===== src/rtl/uart_rx_fifo_if.sv =====
// Avalon-MM read-only slave bundle plus interrupt line for the UART receive FIFO.
// The slave modport is the peripheral side; the master modport is the CPU side.
interface uart_rx_fifo_if;
    logic        avs_address;
    logic        avs_read;
    logic [31:0] avs_readdata;
    logic        irq;

    modport slave (
        input  avs_address,
        input  avs_read,
        output avs_readdata,
        output irq
    );

    modport master (
        output avs_address,
        output avs_read,
        input  avs_readdata,
        input  irq
    );
endinterface


===== src/rtl/uart_rx_fifo.sv =====
// 8N1 oversampling UART receiver feeding a byte FIFO that a CPU drains over
// a read-only Avalon-MM slave (DATA at address 0, STATUS at address 1).
module uart_rx_fifo #(
    parameter int CLK_HZ     = 50000000,
    parameter int BAUD       = 115200,
    parameter int DEPTH_LOG2 = 4
) (
    input  logic           clk,
    input  logic           reset_n,
    input  logic           rxd,
    uart_rx_fifo_if.slave  avs
);

    localparam int CPB   = CLK_HZ / BAUD;
    localparam int HALF  = CPB / 2;
    localparam int CNT_W = (CPB > 1) ? $clog2(CPB) : 1;
    localparam int DEPTH = 1 << DEPTH_LOG2;
    localparam int PW    = DEPTH_LOG2;
    localparam int CW    = DEPTH_LOG2 + 1;

    typedef enum logic [2:0] {
        S_IDLE,
        S_START,
        S_DATA,
        S_STOP,
        S_BREAK
    } state_t;

    // ------------------------------------------------------------------
    // Input synchroniser and falling-edge detection
    // ------------------------------------------------------------------
    logic       rxd_meta_q, rxd_s_q, rxd_prev_q;
    logic [1:0] fill_q, fill_d;
    logic       line_ready;
    logic       fall;

    // The flops reset to the idle level, so edges are ignored until they hold
    // genuinely sampled data; a line already low at release is no start bit.
    assign line_ready = (fill_q == 2'd3);
    assign fall       = line_ready && rxd_prev_q && !rxd_s_q;
    assign fill_d     = line_ready ? fill_q : fill_q + 2'd1;

    always_ff @(posedge clk or negedge reset_n) begin
        if (!reset_n) begin
            rxd_meta_q <= 1'b1;
            rxd_s_q    <= 1'b1;
            rxd_prev_q <= 1'b1;
            fill_q     <= 2'd0;
        end else begin
            rxd_meta_q <= rxd;
            rxd_s_q    <= rxd_meta_q;
            rxd_prev_q <= rxd_s_q;
            fill_q     <= fill_d;
        end
    end

    // ------------------------------------------------------------------
    // Receive state machine
    // ------------------------------------------------------------------
    state_t           state_q, state_d;
    logic [CNT_W-1:0] cnt_q, cnt_d;
    logic [2:0]       bit_idx_q, bit_idx_d;
    logic [7:0]       shift_q, shift_d;
    logic             push_q, push_d;
    logic             frame_evt;

    always_comb begin
        state_d   = state_q;
        cnt_d     = cnt_q + CNT_W'(1);
        bit_idx_d = bit_idx_q;
        shift_d   = shift_q;
        push_d    = 1'b0;
        frame_evt = 1'b0;
        case (state_q)
            S_IDLE: begin
                cnt_d = '0;
                if (fall) begin
                    state_d = S_START;
                end
            end
            S_START: begin
                if (cnt_q == CNT_W'(HALF - 1)) begin
                    cnt_d = '0;
                    if (rxd_s_q) begin
                        state_d = S_IDLE;
                    end else begin
                        state_d   = S_DATA;
                        bit_idx_d = 3'd0;
                    end
                end
            end
            S_DATA: begin
                if (cnt_q == CNT_W'(CPB - 1)) begin
                    cnt_d     = '0;
                    shift_d   = {rxd_s_q, shift_q[7:1]};
                    bit_idx_d = bit_idx_q + 3'd1;
                    if (bit_idx_q == 3'd7) begin
                        state_d = S_STOP;
                    end
                end
            end
            S_STOP: begin
                if (cnt_q == CNT_W'(CPB - 1)) begin
                    cnt_d = '0;
                    if (rxd_s_q) begin
                        push_d  = 1'b1;
                        state_d = S_IDLE;
                    end else begin
                        frame_evt = 1'b1;
                        state_d   = S_BREAK;
                    end
                end
            end
            S_BREAK: begin
                // A held-low line reports one frame error, not one per bit time.
                cnt_d = '0;
                if (rxd_s_q) begin
                    state_d = S_IDLE;
                end
            end
            default: begin
                cnt_d   = '0;
                state_d = S_IDLE;
            end
        endcase
    end

    always_ff @(posedge clk or negedge reset_n) begin
        if (!reset_n) begin
            state_q   <= S_IDLE;
            cnt_q     <= '0;
            bit_idx_q <= 3'd0;
            shift_q   <= 8'd0;
            push_q    <= 1'b0;
        end else begin
            state_q   <= state_d;
            cnt_q     <= cnt_d;
            bit_idx_q <= bit_idx_d;
            shift_q   <= shift_d;
            push_q    <= push_d;
        end
    end

    // ------------------------------------------------------------------
    // FIFO, sticky flags and register read port
    // ------------------------------------------------------------------
    logic [7:0]    mem [DEPTH];
    logic [PW-1:0] wr_ptr_q, wr_ptr_d;
    logic [PW-1:0] rd_ptr_q, rd_ptr_d;
    logic [CW-1:0] count_q, count_d;
    logic          overrun_q, overrun_d;
    logic          frame_err_q, frame_err_d;
    logic [31:0]   readdata_q, readdata_d;
    logic          irq_q, irq_d;

    logic          full, empty;
    logic          data_rd, status_rd;
    logic          pop, push_ok, overrun_evt;
    logic [31:0]   status_word;

    assign full        = (count_q == CW'(DEPTH));
    assign empty       = (count_q == '0);
    assign data_rd     = avs.avs_read && !avs.avs_address;
    assign status_rd   = avs.avs_read &&  avs.avs_address;
    assign pop         = data_rd && !empty;
    // A pop in the same cycle frees the slot, so a full FIFO still accepts the byte.
    assign push_ok     = push_q && (!full || pop);
    assign overrun_evt = push_q && full && !pop;
    assign status_word = {20'b0, frame_err_q, overrun_q, full, empty, 3'b0, 5'(count_q)};

    always_comb begin
        wr_ptr_d    = wr_ptr_q;
        rd_ptr_d    = rd_ptr_q;
        count_d     = count_q;
        readdata_d  = readdata_q;
        irq_d       = !empty;
        // A sticky event coinciding with the clearing read keeps the flag set.
        overrun_d   = overrun_evt || (overrun_q   && !status_rd);
        frame_err_d = frame_evt   || (frame_err_q && !status_rd);

        if (push_ok) begin
            wr_ptr_d = wr_ptr_q + PW'(1);
        end
        if (pop) begin
            rd_ptr_d = rd_ptr_q + PW'(1);
        end
        case ({push_ok, pop})
            2'b10:   count_d = count_q + CW'(1);
            2'b01:   count_d = count_q - CW'(1);
            default: count_d = count_q;
        endcase

        if (data_rd) begin
            readdata_d = empty ? 32'd0 : {23'b0, 1'b1, mem[rd_ptr_q]};
        end else if (status_rd) begin
            readdata_d = status_word;
        end
    end

    always_ff @(posedge clk) begin
        if (push_ok) begin
            mem[wr_ptr_q] <= shift_q;
        end
    end

    always_ff @(posedge clk or negedge reset_n) begin
        if (!reset_n) begin
            wr_ptr_q    <= '0;
            rd_ptr_q    <= '0;
            count_q     <= '0;
            overrun_q   <= 1'b0;
            frame_err_q <= 1'b0;
            readdata_q  <= 32'd0;
            irq_q       <= 1'b0;
        end else begin
            wr_ptr_q    <= wr_ptr_d;
            rd_ptr_q    <= rd_ptr_d;
            count_q     <= count_d;
            overrun_q   <= overrun_d;
            frame_err_q <= frame_err_d;
            readdata_q  <= readdata_d;
            irq_q       <= irq_d;
        end
    end

    assign avs.avs_readdata = readdata_q;
    assign avs.irq          = irq_q;

endmodule


===== src/flat_wrapper.sv =====
// flat-port wrapper written by rule: the top's interface ports become plain ports
module uart_rx_fifo_flat 
#(
    parameter int CLK_HZ     = 50000000,
    parameter int BAUD       = 115200,
    parameter int DEPTH_LOG2 = 4
)
  (clk, reset_n, rxd, avs_avs_address, avs_avs_read, avs_avs_readdata, avs_irq);
  uart_rx_fifo_if avs_i ();
  input  logic clk;
  input  logic reset_n;
  input  logic rxd;
  input wire logic [$bits(avs_i.avs_address)-1:0] avs_avs_address;
  input wire logic [$bits(avs_i.avs_read)-1:0] avs_avs_read;
  output wire logic [$bits(avs_i.avs_readdata)-1:0] avs_avs_readdata;
  output wire logic [$bits(avs_i.irq)-1:0] avs_irq;
  assign avs_i.avs_address = avs_avs_address;
  assign avs_i.avs_read = avs_avs_read;
  assign avs_avs_readdata = avs_i.avs_readdata;
  assign avs_irq = avs_i.irq;
  uart_rx_fifo #(.CLK_HZ(CLK_HZ), .BAUD(BAUD), .DEPTH_LOG2(DEPTH_LOG2)) u_core (.clk(clk), .reset_n(reset_n), .rxd(rxd), .avs(avs_i));
endmodule

===== config.mk =====
export PLATFORM = sky130hd
export DESIGN_NAME = uart_rx_fifo_flat
export DESIGN_NICKNAME = d
export VERILOG_FILES = /design/src/rtl/uart_rx_fifo_if.sv /design/src/rtl/uart_rx_fifo.sv /design/src/flat_wrapper.sv
export SDC_FILE = /design/constraint.sdc
export NUM_CORES = 1
export LEC_CHECK = 0
export CORE_AREA = 2 2 114 116
export CTS_CLUSTER_DIAMETER = 30
export CTS_CLUSTER_SIZE = 16
export DETAILED_ROUTE_END_ITERATION = 12
export DIE_AREA = 0 0 116 118
export DONT_BUFFER_PORTS = 1
export MAX_ROUTING_LAYER = met4
export PLACE_DENSITY_LB_ADDON = 0.12
export SYNTH_ARGS = -nofsm -noshare
export SYNTH_HDL_FRONTEND = slang
export SYNTH_SLANG_ARGS = --single-unit

===== constraint.sdc =====
create_clock -name clk -period 5.75 [get_ports clk]
set_input_delay 0.575 -clock clk [delete_from_list [all_inputs] [get_ports clk]]
set_output_delay 0.575 -clock clk [all_outputs]
set_load 0.05 [all_outputs]

==> impl_metrics.tcl <==
set metrics [dict create \
    status "completed" \
    rsz0062_at_grt "false" \
    drv_slew 0 \
    skew_ps 4.45 \
    grt_pass1_wl_um 24000 \
    final_nets 553 \
    synth_warnings 0 \
    grt_pass1_vias 4381 \
    postSynth.asyncResetShare 0.308 \
    p_per_area_nw_per_um2 395 \
    wl_per_cell_um 21.1 \
    drtIter0Drc 439 \
    cp.required_ps 6100 \
    postCtsSetupBuffers 0 \
    synth_area_per_cell_um2 14.9 \
    vdd_drop_max_mv 0.221 \
    syn_to_final_growth_pct 7.36 \
    setup_slack_ps 2120 \
    finalHoldViolCount 0 \
    fmax_mhz 275 \
    io_buffers 0 \
    worstPathArrival_ps 3980 \
    worst_pin_slew_ps 1160 \
    dieHeight_um 118 \
    coreArea_um2 12400 \
    cts_tree "done" \
    drt-total-wl_um 15100 \
    route.antenna.remaining_nets 0 \
    period_share 0.632 \
    ioPinCount 38 \
    fill_cells 858 \
    dpl.hpwl_um 9980 \
    regArea_um2 5280 \
    num_vias 4340 \
    path_max_fanout 8 \
    root_buffer "clkbuf_16" \
    cts_buffer_depth 2 \
    via_per_inst 6.04 \
    antenna_found_initial 0 \
    grt-ovfl-total 0 \
    ys_ff_latch 185 \
    syn_inst 533 \
    leakage_uw 0.00351 \
    placement.setup.worst_slack_ps 2190 \
    grt_max_degree 58 \
    clock_tree.htree_level_count 4 \
    antenna-diode-count 0 \
    drcViolationCount 0 \
    clkLatencyLatePin_ps 420 \
    relSlewSlack 0.220 \
    multiInputGateArea_um2 2350 \
    drive_above_1_share 0.119 \
    start_util 0.638 \
    clk_pin_slew_ps 60 \
    crit_path_end_kind "flop" \
    ys.flop_type "edfxtp_1" \
    min_path_type "in -> async" \
    period_minus_slack_ps 3630 \
    setup_viol 0 \
    drv_cap 0 \
    fp.dieW_um 116 \
    crit_type "reg -> reg" \
    grtUsageTotal 0.247 \
    first_pass_iters 5 \
    dieArea_um2 13700 \
    cts_buffers 17 \
    synth_edf_count 128 \
    postCtsResizedCells 0 \
    rows 41 \
    synth.area.top_cells "edfxtp_1, dfrtp_1, mux2i_1" \
    yosysTopAreaCell "edfxtp_1" \
    yosysTopAreaCellShare 0.485 \
    netlist_area_um2 7920 \
    yosysSeqAreaShare 0.666 \
    cts.sinks 185 \
    synth.distinct_cells 54 \
    setup_tns_ps 0 \
    finalWeightedCongestion 0.810 \
    cp-start-kind "flop" \
]
[worst max-delay path, cell delays in order, from the launching register on]
cell,delay [ps]
dfrtp_1,460
or4_4,610
nand2b_1,240
ha_1,310
nand2b_1,200
o21a_1,300
clkinv_4,120
ha_1,340
xor2_1,200
ha_1,210
and3b_1,170
o21ai_0,80
a21oi_1,170
xnor2_1,130
[routing by layer]
metal  wire length (um)  GRT usage  part of all wire  up-vias
li1                   -          -                 -     1950
met5                  0          -                 0        -
met4                364      0.101             0.024        0
met1               6200      0.330              0.41     2172
met2               7400      0.366              0.49      187
met3               1160     0.0623             0.077       31
[per-stage QoR]
stage | hold slack, ps | power (uW) | std cells | utilization | area, um2
5_1_grt | 26.8 | 3500 | 718 | 0.685 | 8500
2_1_floorplan | 279 | 2230 | 552 | - | 7990
4_1_cts | 18.8 | 3370 | 718 | 0.685 | 8500
3_5_place_dp | 281 | 2360 | 685 | 0.642 | 7960
6_report | 14.9 | 3360 | 718 | 0.685 | 8500
3_3_place_gp | 281 | 2340 | 685 | 0.642 | 7960
[registers in the layout, summed over array words and instances, names as in the netlist, 3 cells and up]
| register | flops |
|---|---|
| u_core.avs.avs_readdata | 12 |
| u_core.bit_idx_q | 3 |
| u_core.cnt_q | 9 |
| u_core.count_q | 5 |
| u_core.mem | 128 |
| u_core.rd_ptr_q | 4 |
| u_core.shift_q | 8 |
| u_core.state_q | 3 |
| u_core.wr_ptr_q | 4 |
[cell usage in the layout (no fill, tap or decap), types with 3 or more instances in the layout]
cell type	n
nand4_1	9
xor2_1	9
conb_1	20
nor2b_1	8
a22o_1	3
nand2_1	19
nand2b_1	5
dfstp_2	3
nor2_1	30
o221ai_1	3
clkinvlp_4	4
and3_1	5
o211ai_1	5
nor4b_1	3
mux2i_1	47
ha_1	15
inv_1	17
clkbuf_1	5
mux2_2	13
edfxtp_1	128
xnor2_1	12
nor3_1	4
dfrtp_1	53
a31oi_1	4
nand3_1	14
a21oi_1	15
a22oi_1	10
clkbuf_16	17
clkinv_1	3
nor4_1	5
buf_4	7
mux4_2	12
o21ai_0	8
[Yosys cell counts (all sizes together), types with 2 or more instances]
| cell type | number |
|---|---|
| and3b | 2 |
| a22oi | 10 |
| nand2 | 19 |
| nor2 | 31 |
| o211ai | 5 |
| o221ai | 3 |
| edfxtp | 128 |
| a31oi | 4 |
| dfstp | 3 |
| nand3 | 14 |
| a22o | 3 |
| nor4b | 3 |
| o21ai | 8 |
| clkbuf | 12 |
| nand4 | 9 |
| mux4 | 12 |
| and3 | 5 |
| nand3b | 3 |
| inv | 17 |
| mux2 | 13 |
| nor2b | 8 |
| nor4 | 5 |
| nor4bb | 2 |
| dfrtp | 54 |
| nand2b | 5 |
| and2 | 2 |
| nor3 | 4 |
| o21bai | 2 |
| ha | 15 |
| mux2i | 47 |
| xnor2 | 12 |
| buf | 34 |
| a21oi | 15 |
| xor2 | 9 |
[repair_timing]
item                                    4_1_cts  5_1_grt
endpoints found under the hold margin        57        0
endpoints found under the setup margin        0        0
hold buffers                                  1        0
[cell type report]
type                            count  share of cell area
Clock buffer                       23              0.0539
Timing Repair Buffer                8             0.00942
Tap cell                          172              0.0253
Inverter                           18             0.00854
Clock inverter                      9             0.00603
Multi-Input combinational cell    303               0.276
Sequential cell                   185               0.621
[kinds of logic (layout without fill, tap and decap cells)]
family,count (synthesis),after routing,synth area share
DFF,185,185,0.666
and+or+nand+nor,116,116,0.0785
muxes,72,72,0.112
buffers and inverters,64,58,0.0463
AOI/OAI and AO/OA,59,59,0.0496
xor gates and xnor gates,21,21,0.0232
adders and majority gates,15,15,0.0237
other,1,20,0.000474
[where the power goes]
part	total [uW]	switching, uW	internal [uW]	leakage [uW]
clock	1020	460	557	0.000236
combinational	627	356	270	0.00106
sequential	1720	236	1480	0.00221
total	3360	1050	2310	0.00351
[worst paths after layout]
check | from | end | slack [ps] | depth (start not counted)
setup reg to reg | u_core.count_q[1] | u_core.count_q[4] | 2120 | 13
hold reg to reg | u_core.rxd_meta_q | u_core.rxd_s_q | 360 | 0
min in group clk | rxd | u_core.rxd_meta_q | 140 | 0
hold / removal | reset_n | u_core.push_q | 10 | 1
max in group asynchronous | reset_n | u_core.rxd_prev_q | 5440 | 1
setup / recovery | u_core.count_q[1] | u_core.count_q[4] | 2120 | 13
(Power assumes the default switching activity.)
==> variant 1, RTL diff (config.mk and constraints unchanged) <==
Make the reset (`reset_n`) synchronous in 3 clocked blocks.
--- a/src/rtl/uart_rx_fifo.sv
+++ b/src/rtl/uart_rx_fifo.sv
@@ -40,7 +40,7 @@
     assign fall       = line_ready && rxd_prev_q && !rxd_s_q;
     assign fill_d     = line_ready ? fill_q : fill_q + 2'd1;
 
-    always_ff @(posedge clk or negedge reset_n) begin
+    always_ff @(posedge clk) begin
         if (!reset_n) begin
             rxd_meta_q <= 1'b1;
             rxd_s_q    <= 1'b1;
@@ -125,7 +125,7 @@
         endcase
     end
 
-    always_ff @(posedge clk or negedge reset_n) begin
+    always_ff @(posedge clk) begin
         if (!reset_n) begin
             state_q   <= S_IDLE;
             cnt_q     <= '0;
@@ -203,7 +203,7 @@
         end
     end
 
-    always_ff @(posedge clk or negedge reset_n) begin
+    always_ff @(posedge clk) begin
         if (!reset_n) begin
             wr_ptr_q    <= '0;
             rd_ptr_q    <= '0;
Check against the original RTL: differs if reset_n is asserted again (counterexample within 4 cycles, from zero or initial values and one cycle with reset_n low); with reset_n held inactive, the same outputs for 10 cycles.
==> variant 1 against the original RTL <==
  * Routed wire length grew 7.4%
  * Highest routed layer unchanged
  * Count of clock-buffer cells in the layout grew 3
  * Synthesized cell count grew 9.9%
  * Clock skew grew 0.0039 ns
  * Global-route usage grew 1.9 points
  * Synthesized area grew 0.17%
  * Sequential cell count grew 4
  * Cell area grew 0.47%
  * Setup slack gained 0.70 ns
  * Via count grew 5.1%
  * Final cell count grew 5.6%
Power is not compared: it rests on default switching activity, and its combinational part moved more than twofold at a synthesized area within 25%.
==> variant 1: results (changes against the original RTL) <==
[synth]
synth-adder-area-share_pct=2.051  ; -0.32 points
async_flop_share_pct=0  ; -31 points
yosys_warnings=0  ; unchanged
netlist_top_cells_area=edfxtp_1, dfxtp_1, mux2i_1, mux4_2, nand2_1
synth-edff-count=128  ; unchanged
synth_xor_area_share_pct=1.656  ; -0.67 points
yosysSeqAreaShare_pct=63.86  ; -2.8 points
synthTopCellsByCount=edfxtp_1, dfxtp_1, mux2i_1
synth_cell_types=48  ; -11%
synth-compound-area-share_pct=5.805  ; +0.84 points
muxShareOfSynthArea_pct=11.33  ; +0.12 points

[worst_setup_path]
worstReg2RegEnd=u_core.mem[1][0]$_DFFE_PP_
cp_slowest_stage_delay_ns=0.85  ; +0.24 ns
worstPathArrival_ns=2.99  ; -0.99 ns
cp_max_fo=10  ; +2
rr_startpoint=u_core.count_q[1]$_SDFFE_PN0P_
critical-path-slowest-cell=nor3_1
cp_top_family=simple AND/OR/NAND/NOR gates
worstRegToRegCells=6  ; -7
reg2reg_slack_ns=2.81  ; +0.70 ns

[routing]
vias=4563  ; +5.1%
drt-pass1-iter-count=5  ; unchanged
routedWlPerCell_um=21.45  ; +1.8%
drt_iter0_drc=563  ; +28%

[clock_network]
cts_inserted_buffers=17  ; unchanged
post-cts-setup-buffers=0  ; unchanged
cts_max_level=4  ; unchanged
cts-root-buf=clkbuf_16
clk_latency_ns=0.43
ctsResizeCount=0  ; unchanged
cts.path.max_buffers=2  ; unchanged
path_clk_slew_ns=0.07

[global_route]
grt_pass1_wl_um=25840  ; +7.6%
grt.total_usage_pct=26.63  ; +1.9 points
grt_max_degree=57  ; -1.7%
antenna_found_initial=0  ; unchanged
grt_pass1_vias=4516  ; +3.1%

[layout]
largest_reg_flops=128  ; unchanged
nets=591  ; +6.9%
fillers=852  ; -0.70%
antenna_cells=0  ; unchanged
drive_gt1_share_pct=8.703  ; -3.2 points
regMostFlops=u_core.mem

[place]
hpwl_um=10710  ; +7.3%
placed_area_um2=7934  ; -0.38%
io_buffer_count=0  ; unchanged
pre_cts_slack_ns=2.662  ; +0.4678 ns
gp_congestion=0.8424  ; +3.9%

[pwr]
peakVddDrop_v=0.0002038
p_leak_nw=2.834

[timing]
skew_ns=0.008371  ; +0.003926 ns
slew_headroom_pct=29.20  ; +7.2 points

[min_path]
hold_path_end=u_core.rxd_prev_q$_SDFF_PN1_
worst_hold_path_type=in -> reg
hold_depth=1
hold_path_startpoint=reset_n

[status]
status=completed

==> variant 1: cell types whose count changed after synthesis, moves of 7 or more <==
cell / change
nand2_1: +25
mux2_2: -13
dfxtp_1: +61
mux2i_1: +9
a21oi_1: -7
and2_1: +8
buf_1: +7
buf_4: -7
nor3_1: +7
nand2b_1: +10
clkbuf_1: +9
nor2b_1: +11
dfrtp_1: -54
==> variant 1: how the worst max path moves through the flow <==
stage	startpoint	to	slack, ns	cells past startpoint
5_1_grt	u_core.count_q[1]$_SDFFE_PN0P_	u_core.mem[1][7]$_DFFE_PP_	2.55	6
2_1_floorplan	avs_avs_read	u_core.mem[2][0]$_DFFE_PP_	2.90	7
4_1_cts	u_core.count_q[1]$_SDFFE_PN0P_	u_core.mem[1][1]$_DFFE_PP_	2.76	6
3_5_place_dp	avs_avs_read	u_core.mem[1][1]$_DFFE_PP_	2.66	5
3_3_place_gp	avs_avs_read	u_core.mem[0][0]$_DFFE_PP_	2.87	5
6_report	u_core.count_q[1]$_SDFFE_PN0P_	u_core.mem[1][0]$_DFFE_PP_	2.81	6
==> variant 1: final cells by class <==
cell class,count,share of cell area [%]
inverter,11,0.4834
tap,172,2.520
multi-input combinational,352,30.40
sequential,189,59.32
clock buffer,26,6.607
timing repair buffer,2,0.1758
clock inverter,6,0.4981
==> variant 1: report_power, final <==
group | switching, mW | internal (mW) | total (mW)
clock network | 0.479 | 0.681 | 1.16
logic | 0.0475 | 0.0194 | 0.0670
registers | 0.0111 | 1.44 | 1.45
total | 0.538 | 2.14 | 2.68
==> variant 1: layer usage <==
layer  track usage (%)  vias up  wire, um
met4             7.664        0       282
met2             40.13      172      7934
met3             7.467       21      1251
met5                 -        -         0
met1             35.81     2271      6787
li1                  -     2099         -
==> variant 1: kinds of logic (layout without fill, tap and decap cells) <==
logic type,Yosys count,count (layout)
other cells,1,20
compound gates,62,62
flops,189,189
simple gates,171,171
mux,71,71
buf+inv,64,45
fa+ha+maj,13,13
xor+xnor,15,15
==> variant 1: worst register-to-register path: stages (launching register included) <==
cell and delay [ns]:
dfxtp_1 0.49, nor4_1 0.14, nand2_1 0.09, ha_1 0.38, o31a_1 0.40, nand2_1 0.22
nor3_1 0.85
==> variant 1: through the flow <==
stage | hold slack, ns | instances | util, %
floorplan | 0.3863 | 605 | -
global placement | 0.3999 | 726 | 63.91
detailed placement | 0.4011 | 726 | 63.91
CTS | 0.2035 | 758 | 68.80
global route | 0.2104 | 758 | 68.80
finish | 0.2202 | 758 | 68.80
==> variant 2, RTL diff (same settings) <==
Without the edit above. `DEPTH_LOG2` is set to 4 in 2 places; all go to 3.
--- a/src/rtl/uart_rx_fifo.sv
+++ b/src/rtl/uart_rx_fifo.sv
@@ -3,7 +3,7 @@
 module uart_rx_fifo #(
     parameter int CLK_HZ     = 50000000,
     parameter int BAUD       = 115200,
-    parameter int DEPTH_LOG2 = 4
+    parameter int DEPTH_LOG2 = 3
 ) (
     input  logic           clk,
     input  logic           reset_n,
--- a/src/flat_wrapper.sv
+++ b/src/flat_wrapper.sv
@@ -3,7 +3,7 @@
 #(
     parameter int CLK_HZ     = 50000000,
     parameter int BAUD       = 115200,
-    parameter int DEPTH_LOG2 = 4
+    parameter int DEPTH_LOG2 = 3
 )
   (clk, reset_n, rxd, avs_avs_address, avs_avs_read, avs_avs_readdata, avs_irq);
   uart_rx_fifo_if avs_i ();
Formal check against the unedited RTL: no difference found for any inputs over 10 cycles, from zero or initial values and one cycle with reset_n low; that may be too few to reach the edited logic, so the function may still have changed.
==> variant 2 against the original RTL <==
  * Cell area down 31%
  * Final cell count fell by 25%
  * Via count fell by 38%
  * Sequential cell count down 67
  * Fmax up 25%
  * Total power is 36% lower
  * Routed wire length is 40% lower
  * Global-route usage fell by 9.6 points
  * Synthesized cell count shrank 34%
  * Non-clock buffer count is 4 lower
  * Setup slack better by 0.73 ns
  * Utilization down 21 points
  * Combinational power decreased by 82%
  * Synthesized area down 35%
  * Critical endpoint is now u_core.mem[1][6]$_DFFE_PP_
==> variant 2: results (changes against the original RTL) <==
[synth]
synth_cell_types=55  ; +1.9%
synth-edff-count=64  ; -50%
async_flop_share_pct=45.76  ; +15 points
synthTopCellsByCount=edfxtp_1, dfrtp_1, nor2_1
yosysSeqAreaShare_pct=63.54  ; -3.1 points
netlist_top_cells_area=edfxtp_1, dfrtp_1, mux4_1, mux2_2, buf_4
synth_cells=350  ; -34%

[pwr]
power_density_nw_per_um2=366.9  ; -7.2%
peakVddDrop_v=0.0001696  ; -23%
p_leak_nw=2.493  ; -29%
p_clk_share_pct=50.8  ; +21 points
power.share.sequential_pct=44.0  ; -7.1 points
comb-power_mw=0.111  ; -82%

[routing]
totalWireLength_um=9115  ; -40%
drt-pass1-iter-count=4  ; -1
wl_met1_um=4530  ; -27%
dr_wl_met3_um=300  ; -74%
vias_per_cell=5.011  ; -17%
drt_iter0_drc=147  ; -67%
met2_length_um=4091  ; -45%

[layout]
fillers=1080  ; +26%
fin_cells=541  ; -25%
largest_reg_flops=64  ; -50%

[global_route]
grt_max_degree=52  ; -10%
grt_pass1_wl_um=14980  ; -38%
grt_pass1_vias=2711  ; -38%
grt.total_usage_pct=15.15  ; -9.6 points

[worst_setup_path]
worstPathArrival_ns=2.91  ; -1.07 ns
cp_slowest_stage_delay_ns=0.93  ; +0.32 ns
worstRegToRegCells=5  ; -8
critical-path-slowest-cell=nor3_1
reg2reg_slack_ns=2.84  ; +0.73 ns
cp_max_fo=14  ; +6

[timing]
worst_slew_pin_slew_ns=1.251  ; +0.09004 ns
skew_ns=0.009947  ; +0.005501 ns
whs_ns=0.02714  ; +0.01223 ns
fmax_ghz=0.3441  ; +25%

[place]
placed_area_um2=5213  ; -35%
pre_cts_slack_ns=2.640  ; +0.4460 ns
gp_congestion=0.7910  ; -2.4%
placedCellCount=506  ; -26%

[status]
status=completed

[clock_network]
clk_latency_ns=0.40  ; -0.02 ns

variant 2: worst min-delay path by stage:
stage             from  cells after the start                                endpoint
2_1_floorplan  reset_n                      0  u_core.avs.avs_readdata[0]$_DFFE_PN0P_
3_3_place_gp   reset_n                      0            u_core.fill_q[0]$_DFFE_PN0P_
3_5_place_dp   reset_n                      0            u_core.fill_q[1]$_DFFE_PN0P_
4_1_cts        reset_n                      0             u_core.rxd_meta_q$_DFF_PN1_
5_1_grt        reset_n                      1            u_core.fill_q[1]$_DFFE_PN0P_
6_report       reset_n                      1           u_core.state_q[1]$_DFFE_PN0P_
variant 2: cell families (layout without fill, tap and decap cells):
| kind of cell | Yosys count | count (layout) | synth area share, % |
|---|---|---|---|
| other cells | 1 | 20 | 0.07271 |
| xor+xnor | 17 | 17 | 2.887 |
| fa+ha+maj | 10 | 10 | 2.426 |
| flops | 118 | 118 | 63.54 |
| mux | 32 | 32 | 11.33 |
| simple gates | 89 | 89 | 9.194 |
| compound gates | 37 | 37 | 5.192 |
| buf+inv | 46 | 46 | 5.361 |
variant 2: cell type report:
cell class / count / share of cell area (%)
inverters: 10 / 0.6386
clock buffers: 24 / 8.025
well taps: 172 / 3.661
repair buffers: 4 / 0.9366
multi-input cells: 205 / 28.50
flip-flops and latches: 118 / 55.75
clock inverters: 8 / 2.490
variant 2: worst max-delay path: cells and delay by family (launching register included):
family	cells	cell delay [ns]
simple gates	3	1.26
flops	1	0.53
compound gates	1	0.24
fa+ha+maj	1	0.47
variant 2: routing by layer:
layer	vias up	global-route usage [%]
li1	1282	-
met1	1355	21.68
met2	58	20.39
met3	16	3.862
met4	0	6.473
met5	-	-
variant 2: what timing repair did:
action,in CTS,in global routing
hold endpoints to repair,51,2
hold buffers,2,1
endpoints found under the setup margin,0,0
